File: src/rtl/decode_if.sv
// Bundles the decode stage's fetch, register-file, bypass and execute-side signals.
// The slave modport is the decode stage; master is whatever drives it.
interface decode_if;
  logic [31:0] pc_in;
  logic [31:0] ir_in;
  logic [4:0]  ra_addr;
  logic [4:0]  rb_addr;
  logic [31:0] ra_data;
  logic [31:0] rb_data;
  logic [4:0]  ex_rc;
  logic [4:0]  mem_rc;
  logic [4:0]  wb_rc;
  logic        ex_wen;
  logic        mem_wen;
  logic        wb_wen;
  logic [31:0] ex_data;
  logic [31:0] mem_data;
  logic [31:0] wb_data;
  logic        ex_is_ld;
  logic        stall;
  logic        zr;
  logic        op_jmp;
  logic        op_beq;
  logic        op_bne;
  logic        op_ill;
  logic [31:0] br_addr;
  logic [31:0] j_addr;
  logic [31:0] pc_ex;
  logic [31:0] ir_ex;
  logic [31:0] a_ex;
  logic [31:0] b_ex;
  logic [31:0] d_ex;

  modport slave (
    input  pc_in, ir_in, ra_data, rb_data,
           ex_rc, mem_rc, wb_rc, ex_wen, mem_wen, wb_wen,
           ex_data, mem_data, wb_data, ex_is_ld,
    output ra_addr, rb_addr, stall, zr, op_jmp, op_beq, op_bne, op_ill,
           br_addr, j_addr, pc_ex, ir_ex, a_ex, b_ex, d_ex
  );

  modport master (
    output pc_in, ir_in, ra_data, rb_data,
           ex_rc, mem_rc, wb_rc, ex_wen, mem_wen, wb_wen,
           ex_data, mem_data, wb_data, ex_is_ld,
    input  ra_addr, rb_addr, stall, zr, op_jmp, op_beq, op_bne, op_ill,
           br_addr, j_addr, pc_ex, ir_ex, a_ex, b_ex, d_ex
  );
endinterface

File: src/rtl/decode.sv
// Beta-style decode stage: holds the fetched instruction, bypasses operands from
// EX/MEM/WB, detects load-use hazards, resolves branch targets and feeds EX.
module decode #(
  parameter logic [31:0] NOP_INST = 32'h83FF_F800,
  parameter logic [31:0] RESET_PC = 32'h0000_0000
) (
  input  logic     clk,
  input  logic     rst_n,
  decode_if.slave  bus
);

  logic [31:0] pc_rf;
  logic [31:0] ir_rf;
  logic [5:0]  opcode;
  logic [31:0] lit_sext;
  logic        is_st;
  logic        legal;
  logic        use_lit;
  logic        rb_used;
  logic        hazard;
  logic        decode_en;
  logic [31:0] a_val;
  logic [31:0] b_val;

  function automatic logic [31:0] bypass(
    input logic [4:0]  addr,
    input logic [31:0] rf_data,
    input logic [4:0]  ex_rc,
    input logic        ex_wen,
    input logic [31:0] ex_data,
    input logic [4:0]  mem_rc,
    input logic        mem_wen,
    input logic [31:0] mem_data,
    input logic [4:0]  wb_rc,
    input logic        wb_wen,
    input logic [31:0] wb_data
  );
    if (addr == 5'd31)                    return 32'd0;
    else if (ex_wen && ex_rc == addr)     return ex_data;
    else if (mem_wen && mem_rc == addr)   return mem_data;
    else if (wb_wen && wb_rc == addr)     return wb_data;
    else                                  return rf_data;
  endfunction

  assign opcode   = ir_rf[31:26];
  assign lit_sext = {{16{ir_rf[15]}}, ir_rf[15:0]};
  assign is_st    = (opcode == 6'h19);

  assign bus.ra_addr = ir_rf[20:16];
  assign bus.rb_addr = is_st ? ir_rf[25:21] : ir_rf[15:11];

  // Opcode classification: legality, literal B operand, and whether the rb port is read.
  always_comb begin
    legal   = 1'b0;
    use_lit = 1'b0;
    rb_used = 1'b0;
    case (opcode) inside
      6'h18, 6'h1F:                 begin legal = 1'b1; use_lit = 1'b1; end
      6'h19:                        begin legal = 1'b1; use_lit = 1'b1; rb_used = 1'b1; end
      6'h1B, 6'h1D, 6'h1E:          legal = 1'b1;
      [6'h20:6'h26], [6'h28:6'h2D]: begin legal = 1'b1; rb_used = 1'b1; end
      [6'h30:6'h36], [6'h38:6'h3D]: begin legal = 1'b1; use_lit = 1'b1; end
      6'h37, [6'h3E:6'h3F]:         use_lit = 1'b1;
      default:                      ;
    endcase
  end

  assign a_val = bypass(bus.ra_addr, bus.ra_data, bus.ex_rc, bus.ex_wen, bus.ex_data,
                        bus.mem_rc, bus.mem_wen, bus.mem_data, bus.wb_rc, bus.wb_wen, bus.wb_data);
  assign b_val = bypass(bus.rb_addr, bus.rb_data, bus.ex_rc, bus.ex_wen, bus.ex_data,
                        bus.mem_rc, bus.mem_wen, bus.mem_data, bus.wb_rc, bus.wb_wen, bus.wb_data);

  // A load in EX cannot forward its result yet, so a dependent instruction waits one cycle.
  assign hazard = bus.ex_is_ld && bus.ex_wen && (bus.ex_rc != 5'd31) &&
                  ((bus.ex_rc == bus.ra_addr) || (rb_used && (bus.ex_rc == bus.rb_addr)));
  assign bus.stall = rst_n && hazard;
  assign decode_en = rst_n && !hazard;

  assign bus.op_jmp  = decode_en && (opcode == 6'h1B);
  assign bus.op_beq  = decode_en && (opcode == 6'h1D);
  assign bus.op_bne  = decode_en && (opcode == 6'h1E);
  assign bus.op_ill  = decode_en && !legal;
  assign bus.zr      = (a_val == 32'd0);
  assign bus.br_addr = pc_rf + {lit_sext[29:0], 2'b00};
  assign bus.j_addr  = {a_val[31:2], 2'b00};

  always_ff @(posedge clk) begin
    if (!rst_n) begin
      pc_rf <= RESET_PC;
      ir_rf <= NOP_INST;
    end else if (!bus.stall) begin
      pc_rf <= bus.pc_in;
      ir_rf <= bus.ir_in;
    end
  end

  // A stall injects a bubble into EX; illegal opcodes are turned into NOPs as they pass.
  always_ff @(posedge clk) begin
    if (!rst_n) begin
      bus.pc_ex <= RESET_PC;
      bus.ir_ex <= NOP_INST;
      bus.a_ex  <= 32'd0;
      bus.b_ex  <= 32'd0;
      bus.d_ex  <= 32'd0;
    end else if (bus.stall) begin
      bus.pc_ex <= 32'd0;
      bus.ir_ex <= NOP_INST;
      bus.a_ex  <= 32'd0;
      bus.b_ex  <= 32'd0;
      bus.d_ex  <= 32'd0;
    end else begin
      bus.pc_ex <= pc_rf;
      bus.ir_ex <= legal ? ir_rf : NOP_INST;
      bus.a_ex  <= a_val;
      bus.b_ex  <= use_lit ? lit_sext : b_val;
      bus.d_ex  <= b_val;
    end
  end

endmodule

File: src/flat_wrapper.sv
// flat-port wrapper written by rule: the top's interface ports become plain ports
module decode_flat 
#(
  parameter logic [31:0] NOP_INST = 32'h83FF_F800,
  parameter logic [31:0] RESET_PC = 32'h0000_0000
)
  (clk, rst_n, bus_pc_in, bus_ir_in, bus_ra_data, bus_rb_data, bus_ex_rc, bus_mem_rc, bus_wb_rc, bus_ex_wen, bus_mem_wen, bus_wb_wen, bus_ex_data, bus_mem_data, bus_wb_data, bus_ex_is_ld, bus_ra_addr, bus_rb_addr, bus_stall, bus_zr, bus_op_jmp, bus_op_beq, bus_op_bne, bus_op_ill, bus_br_addr, bus_j_addr, bus_pc_ex, bus_ir_ex, bus_a_ex, bus_b_ex, bus_d_ex);
  decode_if bus_i ();
  input  logic clk;
  input  logic rst_n;
  input wire logic [$bits(bus_i.pc_in)-1:0] bus_pc_in;
  input wire logic [$bits(bus_i.ir_in)-1:0] bus_ir_in;
  input wire logic [$bits(bus_i.ra_data)-1:0] bus_ra_data;
  input wire logic [$bits(bus_i.rb_data)-1:0] bus_rb_data;
  input wire logic [$bits(bus_i.ex_rc)-1:0] bus_ex_rc;
  input wire logic [$bits(bus_i.mem_rc)-1:0] bus_mem_rc;
  input wire logic [$bits(bus_i.wb_rc)-1:0] bus_wb_rc;
  input wire logic [$bits(bus_i.ex_wen)-1:0] bus_ex_wen;
  input wire logic [$bits(bus_i.mem_wen)-1:0] bus_mem_wen;
  input wire logic [$bits(bus_i.wb_wen)-1:0] bus_wb_wen;
  input wire logic [$bits(bus_i.ex_data)-1:0] bus_ex_data;
  input wire logic [$bits(bus_i.mem_data)-1:0] bus_mem_data;
  input wire logic [$bits(bus_i.wb_data)-1:0] bus_wb_data;
  input wire logic [$bits(bus_i.ex_is_ld)-1:0] bus_ex_is_ld;
  output wire logic [$bits(bus_i.ra_addr)-1:0] bus_ra_addr;
  output wire logic [$bits(bus_i.rb_addr)-1:0] bus_rb_addr;
  output wire logic [$bits(bus_i.stall)-1:0] bus_stall;
  output wire logic [$bits(bus_i.zr)-1:0] bus_zr;
  output wire logic [$bits(bus_i.op_jmp)-1:0] bus_op_jmp;
  output wire logic [$bits(bus_i.op_beq)-1:0] bus_op_beq;
  output wire logic [$bits(bus_i.op_bne)-1:0] bus_op_bne;
  output wire logic [$bits(bus_i.op_ill)-1:0] bus_op_ill;
  output wire logic [$bits(bus_i.br_addr)-1:0] bus_br_addr;
  output wire logic [$bits(bus_i.j_addr)-1:0] bus_j_addr;
  output wire logic [$bits(bus_i.pc_ex)-1:0] bus_pc_ex;
  output wire logic [$bits(bus_i.ir_ex)-1:0] bus_ir_ex;
  output wire logic [$bits(bus_i.a_ex)-1:0] bus_a_ex;
  output wire logic [$bits(bus_i.b_ex)-1:0] bus_b_ex;
  output wire logic [$bits(bus_i.d_ex)-1:0] bus_d_ex;
  assign bus_i.pc_in = bus_pc_in;
  assign bus_i.ir_in = bus_ir_in;
  assign bus_i.ra_data = bus_ra_data;
  assign bus_i.rb_data = bus_rb_data;
  assign bus_i.ex_rc = bus_ex_rc;
  assign bus_i.mem_rc = bus_mem_rc;
  assign bus_i.wb_rc = bus_wb_rc;
  assign bus_i.ex_wen = bus_ex_wen;
  assign bus_i.mem_wen = bus_mem_wen;
  assign bus_i.wb_wen = bus_wb_wen;
  assign bus_i.ex_data = bus_ex_data;
  assign bus_i.mem_data = bus_mem_data;
  assign bus_i.wb_data = bus_wb_data;
  assign bus_i.ex_is_ld = bus_ex_is_ld;
  assign bus_ra_addr = bus_i.ra_addr;
  assign bus_rb_addr = bus_i.rb_addr;
  assign bus_stall = bus_i.stall;
  assign bus_zr = bus_i.zr;
  assign bus_op_jmp = bus_i.op_jmp;
  assign bus_op_beq = bus_i.op_beq;
  assign bus_op_bne = bus_i.op_bne;
  assign bus_op_ill = bus_i.op_ill;
  assign bus_br_addr = bus_i.br_addr;
  assign bus_j_addr = bus_i.j_addr;
  assign bus_pc_ex = bus_i.pc_ex;
  assign bus_ir_ex = bus_i.ir_ex;
  assign bus_a_ex = bus_i.a_ex;
  assign bus_b_ex = bus_i.b_ex;
  assign bus_d_ex = bus_i.d_ex;
  decode #(.NOP_INST(NOP_INST), .RESET_PC(RESET_PC)) u_core (.clk(clk), .rst_n(rst_n), .bus(bus_i));
endmodule
File: config.mk
export PLATFORM = sky130hd
export DESIGN_NAME = decode_flat
export DESIGN_NICKNAME = d
export VERILOG_FILES = /design/src/rtl/decode_if.sv /design/src/rtl/decode.sv /design/src/flat_wrapper.sv
export SDC_FILE = /design/constraint.sdc
export NUM_CORES = 1
export LEC_CHECK = 0
export ABC_AREA = 1
export CAP_MARGIN = 10
export CORE_MARGIN = 4
export CORE_UTILIZATION = 35
export DETAILED_ROUTE_END_ITERATION = 7
export DONT_BUFFER_PORTS = 1
export GPL_TIMING_DRIVEN = 0
export PLACE_DENSITY = 0.6
export SYNTH_ARGS = -nofsm -noshare
export SYNTH_HDL_FRONTEND = slang
export SYNTH_SLANG_ARGS = --single-unit
File: constraint.sdc
create_clock -name clk -period 2.6 [get_ports clk]
set_input_delay 0.26 -clock clk [delete_from_list [all_inputs] [get_ports clk]]
set_output_delay 0.26 -clock clk [all_outputs]
set_load 0.02 [all_outputs]
* Word level (Yosys, flattened, before mapping) *
Cells that the tools add are included.

cells by class
  $add $sub $neg = 1
  order comparisons = 10
  equality and inequality tests = 16
  muxes and demuxes = 25
  bitwise gates (word level) = 2
  reduce and logical (&&, ||, !) cells = 32

operators with widths
  operator            count
  $mux 32             9
  $eq 6x5->1 const B  6
  $add 32x32->32      1
  $logic_not 32->1    1
  $eq 5x5->1          6
  $ge 6x6->1 const B  5
  $le 6x6->1 const B  5
  $logic_and 1x1->1   21
  $mux 1              15
  $eq 5x5->1 const B  2
  $reduce_or 2->1     5
  $eq 6x6->1 const B  1
  $reduce_or 3->1     2
  $mux 5              1
  $ne 5x5->1 const B  1
  $logic_not 1->1     2
  $not 1->1           2
  $logic_or 1x1->1    1

storage, ports and cells
  register bits = 224
  input port bits = 245
  output and inout bits = 240
  word-level logic and storage cells = 93

* Depth between registers and ports, before layout *
  depth after elaboration = 13
  mapped depth = 17
  gate-level depth less buffers = 15

* Least setup slack after synthesis *
OpenSTA, ideal clock, no wires.

  path type = register -> output
  start point = reg u_core.ir_rf[26]
  end point = out bus_op_beq
  arrival time = 2176 ps
  required time = 2340 ps
  slack = 164 ps
  stages on the path, launching flop included = 15
  path buffers = 3
  cell sequence = dfxtp_1 inv_2 nor2_8 nand3_2 buf_6 nand2_2 nand2_2 xor2_1 nand4_1 nand2_1 nand2_1 nand2_4 buf_4 buf_4 nor2_1

between the ends
  elaborated cells on any way between the ends = 27
  classes of those cells = 4 x order compare; 7 x eq/ne; 5 x mux; 11 x reduce/logical

RTL lines
  item                      line                text
  start: declaration        decode.sv:13        logic [31:0] ir_rf;
  start signal: assignment  decode.sv:93        ir_rf <= bus.ir_in;
  $eq 6x5->1                decode.sv:47        assign is_st = (opcode == 6'h19);
  $mux 5                    decode.sv:50        assign bus.rb_addr = is_st ? ir_rf[25:21] : ir_rf[15:11];
  named net bus_rb_addr[4]  flat_wrapper.sv:26  output wire logic [$bits(bus_i.rb_addr)-1:0] bus_rb_addr;
  $eq 5x5->1                decode.sv:75        ((bus.ex_rc == bus.ra_addr) || (rb_used && (bus.ex_rc == bus.rb_addr)));
  $logic_and 1x1->1         decode.sv:75
  $logic_or 1x1->1          decode.sv:75
  $logic_and 1x1->1         decode.sv:74        assign hazard = bus.ex_is_ld && bus.ex_wen && (bus.ex_rc != 5'd31) &&
  $logic_not 1->1           decode.sv:77        assign decode_en = rst_n && !hazard;
  $logic_and 1x1->1         decode.sv:77
  $logic_and 1x1->1         decode.sv:80        assign bus.op_beq = decode_en && (opcode == 6'h1D);
  end: declaration          flat_wrapper.sv:30  output wire logic [$bits(bus_i.op_beq)-1:0] bus_op_beq;

The timed path passes the listed nets, and every way through them passes these cells.

* Worst setup path in the final report *
  start point = reg u_core.ir_rf[15]
  end point = out bus_br_addr[28]

between the ends
  longest elaborated chain between the ends = 1

ends and longest elaborated chain
  item              line                text
  $add 32x32->32    decode.sv:84        assign bus.br_addr = pc_rf + {lit_sext[29:0], 2'b00};
  end: declaration  flat_wrapper.sv:33  output wire logic [$bits(bus_i.br_addr)-1:0] bus_br_addr;

Every way passes these cells.

==> metrics <==
Post-layout nets=2390; synth unique cells=46; power density of the placed cells=576 nW/um2; average routed wire per standard cell=25.1 um; final hold violation count=1; RSZ-0062 raised after global routing=true; capturing element type of the critical path=output pin; clock network fraction of design power=32.3%; Max IR drop VDD=572 uV; status=finished with violations; sum of net half-perimeters after detailed placement=45.8 mm; register-to-register setup slack=0.05 ns; part of the power in combinational logic=29.9%; end point of the critical path=bus_br_addr[28]; pin count of the biggest net entering global routing=13; warnings from Yosys=0; reg-to-reg startpoint=u_core.ir_rf[29]; gr usage total=30.0%; synthesized instance count=1874; Post-Syn Area per Cell=6.64 um2; sequential group share of total power=37.8%; clock root buffer=sky130_fd_sc_hd__clkbuf_16; Area Growth Syn to Fin=50.2%; area of the mapped netlist=12400 um2; I/O pin count=485; DR DRC count=0; length of the first detailed-routing pass in iterations=5; hold crit path type=in2reg; count of routing violations after the opening detailed-route iteration=1142; worst flop-to-flop path endpoint=u_core.pc_rf[25]; final cycle utilization of the critical path=114%; final instance area=18700 um2; largest clock skew in the final design=0.0276 ns; width of the die=197 um; clock tree from TritonCTS=yes; total gr overflow=0; number of rows in the core area=68; via count of the first global-routing pass=13500; H-tree depth=1; setup violators final=45; smallest hold slack=-0.0124 ns; drt total wl=64.8 mm; worst path required time=2.34 ns; hold path cells=3; Final ANT Viol Nets=0; timing startpoint of the critical path=u_core.ir_rf[15]; global-route wire length before repair=88.7 mm; clock slew at the register clock pins of the worst setup and hold paths=0.06 ns; crit-path max FO=6; synthesized flop and latch total=224; sequential share of the synthesized area=36.0%; starting utilization of the core area=35.8%; commonest non-fill, non-tap cell in the layout=sky130_fd_sc_hd__nand2_1; summed negative setup slack over all endpoints=-6.16 ns; commonest non-fill, non-tap cells in the layout=sky130_fd_sc_hd__nand2_1, sky130_fd_sc_hd__inv_1, sky130_fd_sc_hd__dfxtp_1; least setup slack across all paths after layout=-0.373 ns; number of clock sinks seen by CTS=224; Period minus WS final=2.97 ns; share of async-settable or async-resettable flops after synthesis=0%; transition time of the tightest slew-check pin=0.898 ns; classification of the worst setup path=reg2out; clock insertion delay at the later pin of the skew report=0.54 ns; maximum clock path buffer count=3; placed inst area=13000 um2; critical path arrival=2.71 ns; switching power of the nets=0.00381 W; LEAKAGE=8.82 nW; highest clock frequency the design can meet=336 MHz; internal power=0.00697 W; cells on worst reg2reg path=18; number of synthesized flops with an enable pin=0; CP Launch Type=register; total vias in the final route=14200; headroom to the max-slew limit=40.1%; worst setup timing slack at the placement stage=-1.05 ns; fraction of layout instances using a drive strength above 1=32.0%; core area=34800 um2; fillcell total=3229; last weighted congestion value of the routability-driven placer=0.928; violations in the final reports=negative hold slack, negative setup slack; die height=197 um; antenna violations before repair=3; CTS buffer count=25; die area=38600 um2; final number of max-transition violations=0; count of max-cap constraint violations=0; number of I/O port buffers=0; average via count per standard cell=5.49; top_reg_cell synth=sky130_fd_sc_hd__dfxtp_1; switch share=35.3%
==> routing by layer <==
metal,wire length (um),vias to the layer above,global-route usage (%)
met5,40,-,0
li1,-,6429,-
met3,6370,176,8.72
met2,31300,829,52.5
met4,3390,4,11.8
met1,23700,6755,34.7
==> power groups by stage <==
| stage | combinational, W | sequential [W] | clock [W] |
|---|---|---|---|
| after floorplan | 0.00144 | 0.00405 | 0 |
| after global placement | 0.00198 | 0.00413 | 0 |
| after detailed placement | 0.00198 | 0.00413 | 0 |
| after CTS | 0.00275 | 0.00407 | 0.00352 |
| after global routing | 0.00340 | 0.00409 | 0.00366 |
| final | 0.00322 | 0.00408 | 0.00347 |
==> cell type report <==
type                       instances  area [um2]  area share, %
tap                              455         569           3.05
clock inverter                     8        95.1          0.509
clock buffer                      31         688           3.68
antenna                            1        2.50         0.0134
inverter                         316        1230           6.59
buffer                           135        1230           6.56
sequential                       224        4540           24.3
multi-input combinational       1200        8210           43.9
timing repair buffer             213        2130           11.4
==> worst max-delay path, stage by stage, from the launching register on <==
cell	delay (ns)
sky130_fd_sc_hd__dfxtp_4	0.41
sky130_fd_sc_hd__buf_12	0.17
sky130_fd_sc_hd__ha_4	0.30
sky130_fd_sc_hd__buf_4	0.16
sky130_fd_sc_hd__nand2_1	0.16
sky130_fd_sc_hd__o21ai_1	0.35
sky130_fd_sc_hd__a21oi_1	0.13
sky130_fd_sc_hd__o211ai_1	0.18
sky130_fd_sc_hd__xor2_2	0.30
==> Yosys cell counts (2+ instances only) <==
cell	instances	area, um2
sky130_fd_sc_hd__a21oi_1	58	290
sky130_fd_sc_hd__a31oi_1	4	25.0
sky130_fd_sc_hd__and2_1	17	106
sky130_fd_sc_hd__buf_1	6	22.5
sky130_fd_sc_hd__buf_2	34	170
sky130_fd_sc_hd__buf_4	46	345
sky130_fd_sc_hd__buf_6	2	22.5
sky130_fd_sc_hd__clkbuf_1	49	184
sky130_fd_sc_hd__dfxtp_1	224	4480
sky130_fd_sc_hd__ha_1	29	363
sky130_fd_sc_hd__inv_1	311	1170
sky130_fd_sc_hd__inv_2	4	15.0
sky130_fd_sc_hd__nand2_1	379	1420
sky130_fd_sc_hd__nand2_2	9	56.3
sky130_fd_sc_hd__nand3_1	206	1030
sky130_fd_sc_hd__nand3_2	5	50.1
sky130_fd_sc_hd__nand3b_1	17	128
sky130_fd_sc_hd__nand4_1	112	701
sky130_fd_sc_hd__nor2_1	163	612
sky130_fd_sc_hd__nor2_2	2	12.5
sky130_fd_sc_hd__nor2_4	3	33.8
sky130_fd_sc_hd__nor3_1	8	40.0
sky130_fd_sc_hd__nor4_1	4	25.0
sky130_fd_sc_hd__o21a_1	2	15.0
sky130_fd_sc_hd__o21ai_0	62	310
sky130_fd_sc_hd__o21ai_1	48	240
sky130_fd_sc_hd__o21bai_1	4	30.0
sky130_fd_sc_hd__o22ai_1	17	106
sky130_fd_sc_hd__o311ai_0	2	17.5
sky130_fd_sc_hd__xnor2_1	10	87.6
sky130_fd_sc_hd__xor2_1	22	193
==> metrics by stage <==
step | total power [W] | util [%] | cells
final | 0.0108 | 53.7 | 2583
after detailed placement | 0.00611 | 37.4 | 2330
after global routing | 0.0111 | 53.7 | 2583
after floorplan | 0.00549 | - | 1875
after global placement | 0.00611 | 37.4 | 2330
after CTS | 0.0103 | 49.9 | 2531
==> sequential cells by signal, indices dropped and copies added, names as in the netlist <==
name / cells
u_core.bus.d_ex: 32
u_core.bus.pc_ex: 32
u_core.bus.a_ex: 32
u_core.ir_rf: 32
u_core.pc_rf: 32
u_core.bus.b_ex: 32
u_core.bus.ir_ex: 32
==> worst min-delay path by stage <==
| stage | from | to | slack [ns] |
|---|---|---|---|
| after floorplan | bus_ir_in[0] | u_core.ir_rf[0] | 0.38 |
| after global placement | bus_pc_in[18] | u_core.pc_rf[18] | 0.38 |
| after detailed placement | bus_ir_in[4] | u_core.ir_rf[4] | 0.39 |
| after CTS | bus_ex_data[25] | u_core.bus.a_ex[25] | 0.0004 |
| after global routing | rst_n | u_core.bus.ir_ex[12] | 0.01 |
| final | rst_n | u_core.bus.ir_ex[12] | -0.01 |
==> cell families (layout without fill, tap and decap cells) <==
family | count (synthesis) | count (layout) | synth area share [%]
fa+ha+maj | 30 | 30 | 3.08
compound gates | 205 | 205 | 8.83
mux | 1 | 1 | 0.0804
flops | 224 | 224 | 36.0
other cells | 1 | 3 | 0.0301
buf+inv | 453 | 703 | 15.5
simple gates | 928 | 930 | 34.2
xor+xnor | 32 | 32 | 2.25
==> what timing repair did <==
item                                   4_1_cts  5_1_grt
endpoints found under the hold margin       64        0
resized for setup                          521      247
buffers inserted                            91       56
pin swaps                                   97      104
hold buffers                                64        0
gates cloned                                 7        1
setup endpoints to repair                  276      238
Note: power is estimated with default switching activity, not from simulation.
